<file path="src/rtl/mult_pkg.sv">
// Shared constants and elaboration-time helpers for the Wallace-tree multiplier.
// Latency: n/a (package, no logic).
// Backpressure: n/a.
//
// Contents:
//   MULT_WIDTH / PROD_WIDTH - default operand and product widths.
//   rows_after / num_layers / rows_at / row_base - Wallace layer bookkeeping.
//   bw_corr_bit - Baugh-Wooley correction constant, one bit at a time.
package mult_pkg;

  localparam int MULT_WIDTH = 33;
  localparam int PROD_WIDTH = 2*MULT_WIDTH-1;

  // Row count after one layer of 3:2 compression. Each complete group of
  // three rows becomes a sum row and a carry row. One or two leftover rows
  // pass straight through to the next layer.
  function automatic int rows_after(input int n);
    return (n / 3) * 2 + (n % 3);
  endfunction

  // Number of CSA layers needed to bring n rows down to two.
  function automatic int num_layers(input int n);
    int r;
    int k;
    r = n;
    k = 0;
    while (r > 2) begin
      r = rows_after(r);
      k++;
    end
    return k;
  endfunction

  // Number of rows that enter the given layer. Layer 0 is the raw
  // partial-product array.
  function automatic int rows_at(input int n, input int layer);
    int r;
    r = n;
    for (int k = 0; k < layer; k++) begin
      r = rows_after(r);
    end
    return r;
  endfunction

  // Index of the first row of the given layer inside the flattened row
  // store. The layers are laid out back to back.
  function automatic int row_base(input int n, input int layer);
    int base;
    base = 0;
    for (int k = 0; k < layer; k++) begin
      base += rows_at(n, k);
    end
    return base;
  endfunction

  // Baugh-Wooley correction for a w x w signed multiply. The correction is
  // 2^w + 2^(2w-1). Only the 2w-1 product bits are kept, so the 2^(2w-1)
  // term falls off the top. It is still described here so the function
  // remains correct for a full-width product.
  function automatic logic bw_corr_bit(input int w, input int pos);
    return (pos == w) || (pos == 2*w-1);
  endfunction

endpackage

</file>
<file path="src/rtl/wallace_csa.sv">
// Carry-save adder row: W full adders that compress three vectors into sum and carry.
// Latency: combinational, 0 cycles.
// Backpressure: none, pure datapath.
//
// Ports:
//   x, y, z - W-bit input vectors in the same column alignment.
//   sum     - bitwise sum, same alignment as the inputs.
//   carry   - majority bits, already shifted one column left.
//             The carry out of the top column is dropped, so the arithmetic is mod 2^W.
import mult_pkg::*;

module wallace_csa #(
  parameter int W = PROD_WIDTH
) (
  input  logic [W-1:0] x,
  input  logic [W-1:0] y,
  input  logic [W-1:0] z,
  output logic [W-1:0] sum,
  output logic [W-1:0] carry
);

  assign sum = x ^ y ^ z;

  // The carry is shifted here rather than in the tree. The top-column
  // majority bit is therefore never built and never left dangling.
  // Where one input column is constant zero, the full adder collapses to a
  // half adder during synthesis.
  assign carry = {(x[W-2:0] & y[W-2:0]) |
                  (x[W-2:0] & z[W-2:0]) |
                  (y[W-2:0] & z[W-2:0]), 1'b0};

endmodule

</file>
<file path="src/rtl/wallace_multiplier.sv">
// Pipelined signed WIDTH x WIDTH multiplier using Baugh-Wooley partial products,
// a Wallace CSA tree, and a final carry-propagate adder.
// Latency: 2 clock edges from a/b to c; throughput 1 per cycle.
// Backpressure: none; a new operand pair is taken on every edge.
//
// Ports:
//   clk - rising-edge clock.
//   rst - asynchronous, active-high reset. Clears every register, including c.
//   a   - WIDTH-bit two's-complement multiplicand.
//   b   - WIDTH-bit two's-complement multiplier.
//   c   - (2*WIDTH-1)-bit registered product, the low bits of a*b.
import mult_pkg::*;

module wallace_multiplier #(
  parameter int WIDTH = MULT_WIDTH
) (
  input  logic               clk,
  input  logic               rst,
  input  logic [WIDTH-1:0]   a,
  input  logic [WIDTH-1:0]   b,
  output logic [2*WIDTH-2:0] c
);

  localparam int PW     = 2*WIDTH-1;
  // There are WIDTH partial-product rows plus one constant correction row.
  localparam int NPP    = WIDTH + 1;
  localparam int LAYERS = num_layers(NPP);
  localparam int FB     = row_base(NPP, LAYERS);
  localparam int TOTAL  = FB + 2;

  logic [WIDTH-1:0] a_q;
  logic [WIDTH-1:0] b_q;
  logic [PW-1:0]    pp [NPP];
  logic [PW-1:0]    tree [TOTAL];
  logic [PW-1:0]    prod;

  // Stage 2: Baugh-Wooley partial products.
  // Row i holds a*b[i], shifted left by i. Any bit that pairs exactly one sign
  // bit with a magnitude bit carries negative weight, so it is inverted. The
  // correction row then absorbs the resulting offset. The sign x sign bit has
  // positive weight and is left as is.
  always_comb begin
    for (int i = 0; i < NPP; i++) begin
      pp[i] = '0;
    end
    for (int i = 0; i < WIDTH; i++) begin
      for (int j = 0; j < WIDTH; j++) begin
        pp[i][i+j] = (a_q[j] & b_q[i]) ^ ((i == WIDTH-1) != (j == WIDTH-1));
      end
    end
    for (int k = 0; k < PW; k++) begin
      pp[WIDTH][k] = bw_corr_bit(WIDTH, k);
    end
  end

  for (genvar i = 0; i < NPP; i++) begin : g_pp
    assign tree[i] = pp[i];
  end

  // Wallace reduction. The layers are stored back to back in tree[].
  // Layer l reads rows [IN_B, IN_B+N) and writes rows [OUT_B, OUT_B+rows_after(N)).
  for (genvar l = 0; l < LAYERS; l++) begin : g_layer
    localparam int N     = rows_at(NPP, l);
    localparam int IN_B  = row_base(NPP, l);
    localparam int OUT_B = row_base(NPP, l+1);
    localparam int G     = N / 3;
    localparam int R     = N % 3;

    for (genvar g = 0; g < G; g++) begin : g_csa
      wallace_csa #(
        .W(PW)
      ) u_csa (
        .x     (tree[IN_B+3*g]),
        .y     (tree[IN_B+3*g+1]),
        .z     (tree[IN_B+3*g+2]),
        .sum   (tree[OUT_B+2*g]),
        .carry (tree[OUT_B+2*g+1])
      );
    end

    for (genvar r = 0; r < R; r++) begin : g_pass
      assign tree[OUT_B+2*G+r] = tree[IN_B+3*G+r];
    end
  end

  // Final carry-propagate adder over the two surviving rows. Overflow past
  // bit PW-1 is discarded, which gives the required wrap for (-2^(W-1))^2.
  assign prod = tree[FB] + tree[FB+1];

  always_ff @(posedge clk or posedge rst) begin
    if (rst) begin
      a_q <= '0;
      b_q <= '0;
      c   <= '0;
    end else begin
      a_q <= a;
      b_q <= b;
      c   <= prod;
    end
  end

endmodule

</file>
<file path="config.mk">
export PLATFORM = sky130hd
export DESIGN_NAME = wallace_multiplier
export DESIGN_NICKNAME = d
export VERILOG_FILES = /design/src/rtl/mult_pkg.sv /design/src/rtl/wallace_csa.sv /design/src/rtl/wallace_multiplier.sv
export SDC_FILE = /design/constraint.sdc
export NUM_CORES = 2
export LEC_CHECK = 0
export CORE_MARGIN = 1.5
export CORE_UTILIZATION = 60
export CTS_CLUSTER_SIZE = 20
export DETAILED_ROUTE_END_ITERATION = 6
export PLACE_DENSITY = 0.84
export SYNTH_ARGS = -nofsm -noshare
export SYNTH_HDL_FRONTEND = slang
export SYNTH_SLANG_ARGS = --single-unit
export TNS_END_PERCENT = 5
</file>
<file path="constraint.sdc">
create_clock -name clk -period 12.2 [get_ports clk]
set_clock_uncertainty 0.05 [all_clocks]
set_input_delay 2.44 -clock clk [delete_from_list [all_inputs] [get_ports clk]]
set_output_delay 2.44 -clock clk [all_outputs]
set_load 0.005 [all_outputs]
</file>
==> results.ini <==
[clock_tree]
path_clk_slew_ns=0.08
clock_path_buffers=2
cts-root-buf=clkbuf_16
post_cts.repair.setup_buffers=0
cts_tree=done
clkSinkCount=131
clock_latency_ns=0.52
cts_resized=0
cts_made_buffers=17
htree_levels=4
holdBufCountCts=0

[cells_and_area]
drive_above_1_share_pct=2.33
fillCellCount=4810
syn_to_final_growth_pct=6.74
final_util_pct=64.8
nets=5268

[routing]
antenna_left=0
vias=27500
drt_iter0_markers=2070
routedWlPerCell_um=20.6
routed_wl_um=99800
remaining_drc_errors=0
vias_per_cell=5.69
first_pass_iters=5

[logic_synthesis]
synth_edf_count=0
synth_top_family_by_area=adder cells
ys.flop_type=dfrtp_1
netlist_instances=3990
yosysTopAreaCell=fa_1
synth_xor_area_share_pct=1.19
synth_top_cell_area_share_pct=50.5
synth_compound_area_share_pct=3.36
yosysSeqAreaShare_pct=8.56
synth.distinct_cells=48
synth_seq_cells=131
async_reset_ff_share_pct=100
synth-simple-area-share_pct=16.6
synth_area_per_cell_um2=9.60
synth_area_um2=38300
syn-num-nets=5278
synth_fa_ha_area_share_pct=58.8
ys_top_cells_by_area=fa_1 51%, and2_1 11%, inv_1 9.4%, dfrtp_1 8.6%, ha_1 8.3%
yosys_warnings=0
synth_mux_area_share_pct=0.0261

[grt]
grt_start_max_net_pins=54
grt_overflow_total=0
antenna_found_initial=0
grt_pass1_vias=31200
grt_pass1_wl_um=163000
grt_usage_pct=32.5

[critical_path]
crit_fanout=33
rrSetupSlack_ns=3.34
critPathRequiredTime_ns=12.60
startpoint=b_q[17]$_DFF_PP0_
r2r_end=c[60]$_DFF_PP0_
cpMostUsedCell=fa_1
worst-path-buf-inv=2
slowest_stage=dfrtp_1
crit_family=adder cells
cp-end-kind=register
cp-start-kind=register
cp.depth=21
crit_type=register to register
crit_chain=and2_1 > fa_1 > fa_1 > inv_1 > fa_1 > fa_1 > fa_1 > fa_1 > fa_1 > inv_1 > ha_1 > ha_1 > a21oi_1 > o21ai_0 > a221oi_1 > nand3_1 > o21ai_0 > o21ai_1 > a31oi_1 > mux2i_1 > o2111a_1
cp.arrival_ns=9.26
r2r-start=b_q[17]$_DFF_PP0_
cpPeakStageDelay_ns=1.24
reg2reg_depth=21

[job]
cap_violations=0

[status]
run_status=completed

[die]
std_cell_rows=92
dieArea_um2=65400
core_area_um2=63100
io_pins=133
die_w_um=256
start_util_pct=60.7
die_y_um=256

[min_path]
min-delay-start=a_q[0]$_DFF_PP0_
hold_class=register to register
hold_depth=2
hold_end=c[0]$_DFF_PP0_

[placed_design]
dp_hpwl_um=76100
gp_congestion=0.914
io_buffers=132

[timing]
tns_ns=0
hold_violations=0
tightest_slew_ns=1.36
finalCriticalPeriod_ns=8.86
clock.fmax_mhz=113
fin_crit_sh_pct=72.6
setup_viol=0
slew_headroom_pct=9.19
rsz0062_at_grt=false
drv_slew=0

==> per-stage QoR <==
| stage | area, um^2 | cells | hold WS, ns | setup WS (ns) |
|---|---|---|---|---|
| finish | 40900 | 4840 | 0.795 | 3.34 |
| global route | 40900 | 4839 | 0.812 | 3.09 |
| CTS | 40900 | 4839 | 0.779 | 3.58 |
| detailed placement | 40300 | 4807 | 0.784 | 3.63 |
| global placement | 40300 | 4807 | 0.774 | 3.72 |
| floorplan | 38300 | 3990 | 0.471 | 4.53 |
==> cells by family (layout without fill, tap and decap cells) <==
logic type,Yosys count,count (layout)
AND/OR/NAND/NOR,1221,1221
AO/OA/AOI/OAI,193,193
flip-flops,131,131
other,0,1
buffers and inverters,1172,1175
multiplexers,1,1
adder cells (fa/ha/maj),1220,1220
XOR/XNOR,52,52
==> synth_stat cells, types with 7 or more instances <==
master / n
a31oi_1: 8
clkbuf_1: 215
nor2_1: 35
fa_1: 967
nand3_1: 11
nand4_1: 16
nand2b_1: 7
xnor2_1: 33
ha_1: 253
o21ai_0: 29
nor3_1: 8
a21oi_1: 54
xor2_1: 19
and2_1: 650
nand2_1: 476
o21bai_1: 12
a21o_1: 47
dfrtp_1: 131
inv_1: 957
==> per-layer routing <==
metal	routed length (um)	GRT usage, %
met5	0	0
met3	8230	6.10
met1	34600	38.8
met2	49900	54.5
met4	7060	20.5
==> layout by cell type, fill, tap and decap left out, types with 3 or more instances in the layout <==
cell type,n
buf_4,54
inv_8,3
a21o_1,47
and4_1,3
a31oi_1,8
nand2b_1,7
o41ai_1,3
nor3_1,8
xnor2_1,33
o21bai_1,12
o21a_1,5
fa_1,967
xor2_1,19
nand2_1,476
nand3_1,11
o211ai_1,4
and3_1,5
a21oi_1,54
o21ai_0,29
o21ai_1,5
ha_1,253
and2_1,650
dfrtp_1,131
clkdlybuf4s50_1,132
inv_6,6
or3_1,3
clkbuf_16,17
inv_1,956
a211oi_1,5
nand4_1,16
nor2_1,35
==> sequential cells by signal, summed over array words and instances (netlist names) <==
register	cells
c	65
a_q	33
b_q	33
==> area by class of cell <==
class	count	area, um^2	area share, %
multi-input cells	2687	30600	74.9
inverters	957	3600	8.80
flip-flops and latches	131	3280	8.02
repair buffers	186	1730	4.22
well taps	846	1060	2.59
clock buffers	17	425	1.04
clock inverters	15	169	0.413
diodes	1	2.50	0.00612
==> worst max path at each step <==
| stage | end | slack [ns] |
|---|---|---|
| 2_1_floorplan | c[62]$_DFF_PP0_ | 4.53 |
| 3_3_place_gp | c[60]$_DFF_PP0_ | 3.72 |
| 3_5_place_dp | c[60]$_DFF_PP0_ | 3.63 |
| 4_1_cts | c[63]$_DFF_PP0_ | 3.58 |
| 5_1_grt | c[63]$_DFF_PP0_ | 3.09 |
| 6_report | c[60]$_DFF_PP0_ | 3.34 |
==> worst reg2reg max path: stages, from the launching register on <==
cell and delay (ns):
dfrtp_1 1.24, and2_1 0.33, fa_1 0.42, fa_1 0.52
inv_1 0.05, fa_1 0.47, fa_1 0.51, fa_1 0.58
fa_1 0.43, fa_1 0.50, inv_1 0.04, ha_1 0.27
ha_1 0.36, a21oi_1 0.23, o21ai_0 0.15, a221oi_1 0.56
nand3_1 0.14, o21ai_0 0.62, o21ai_1 0.33, a31oi_1 0.51
mux2i_1 0.27, o2111a_1 0.23
Power is not shown: default switching activity piles up to over one toggle a cycle in this logic, so the estimate is an artifact.
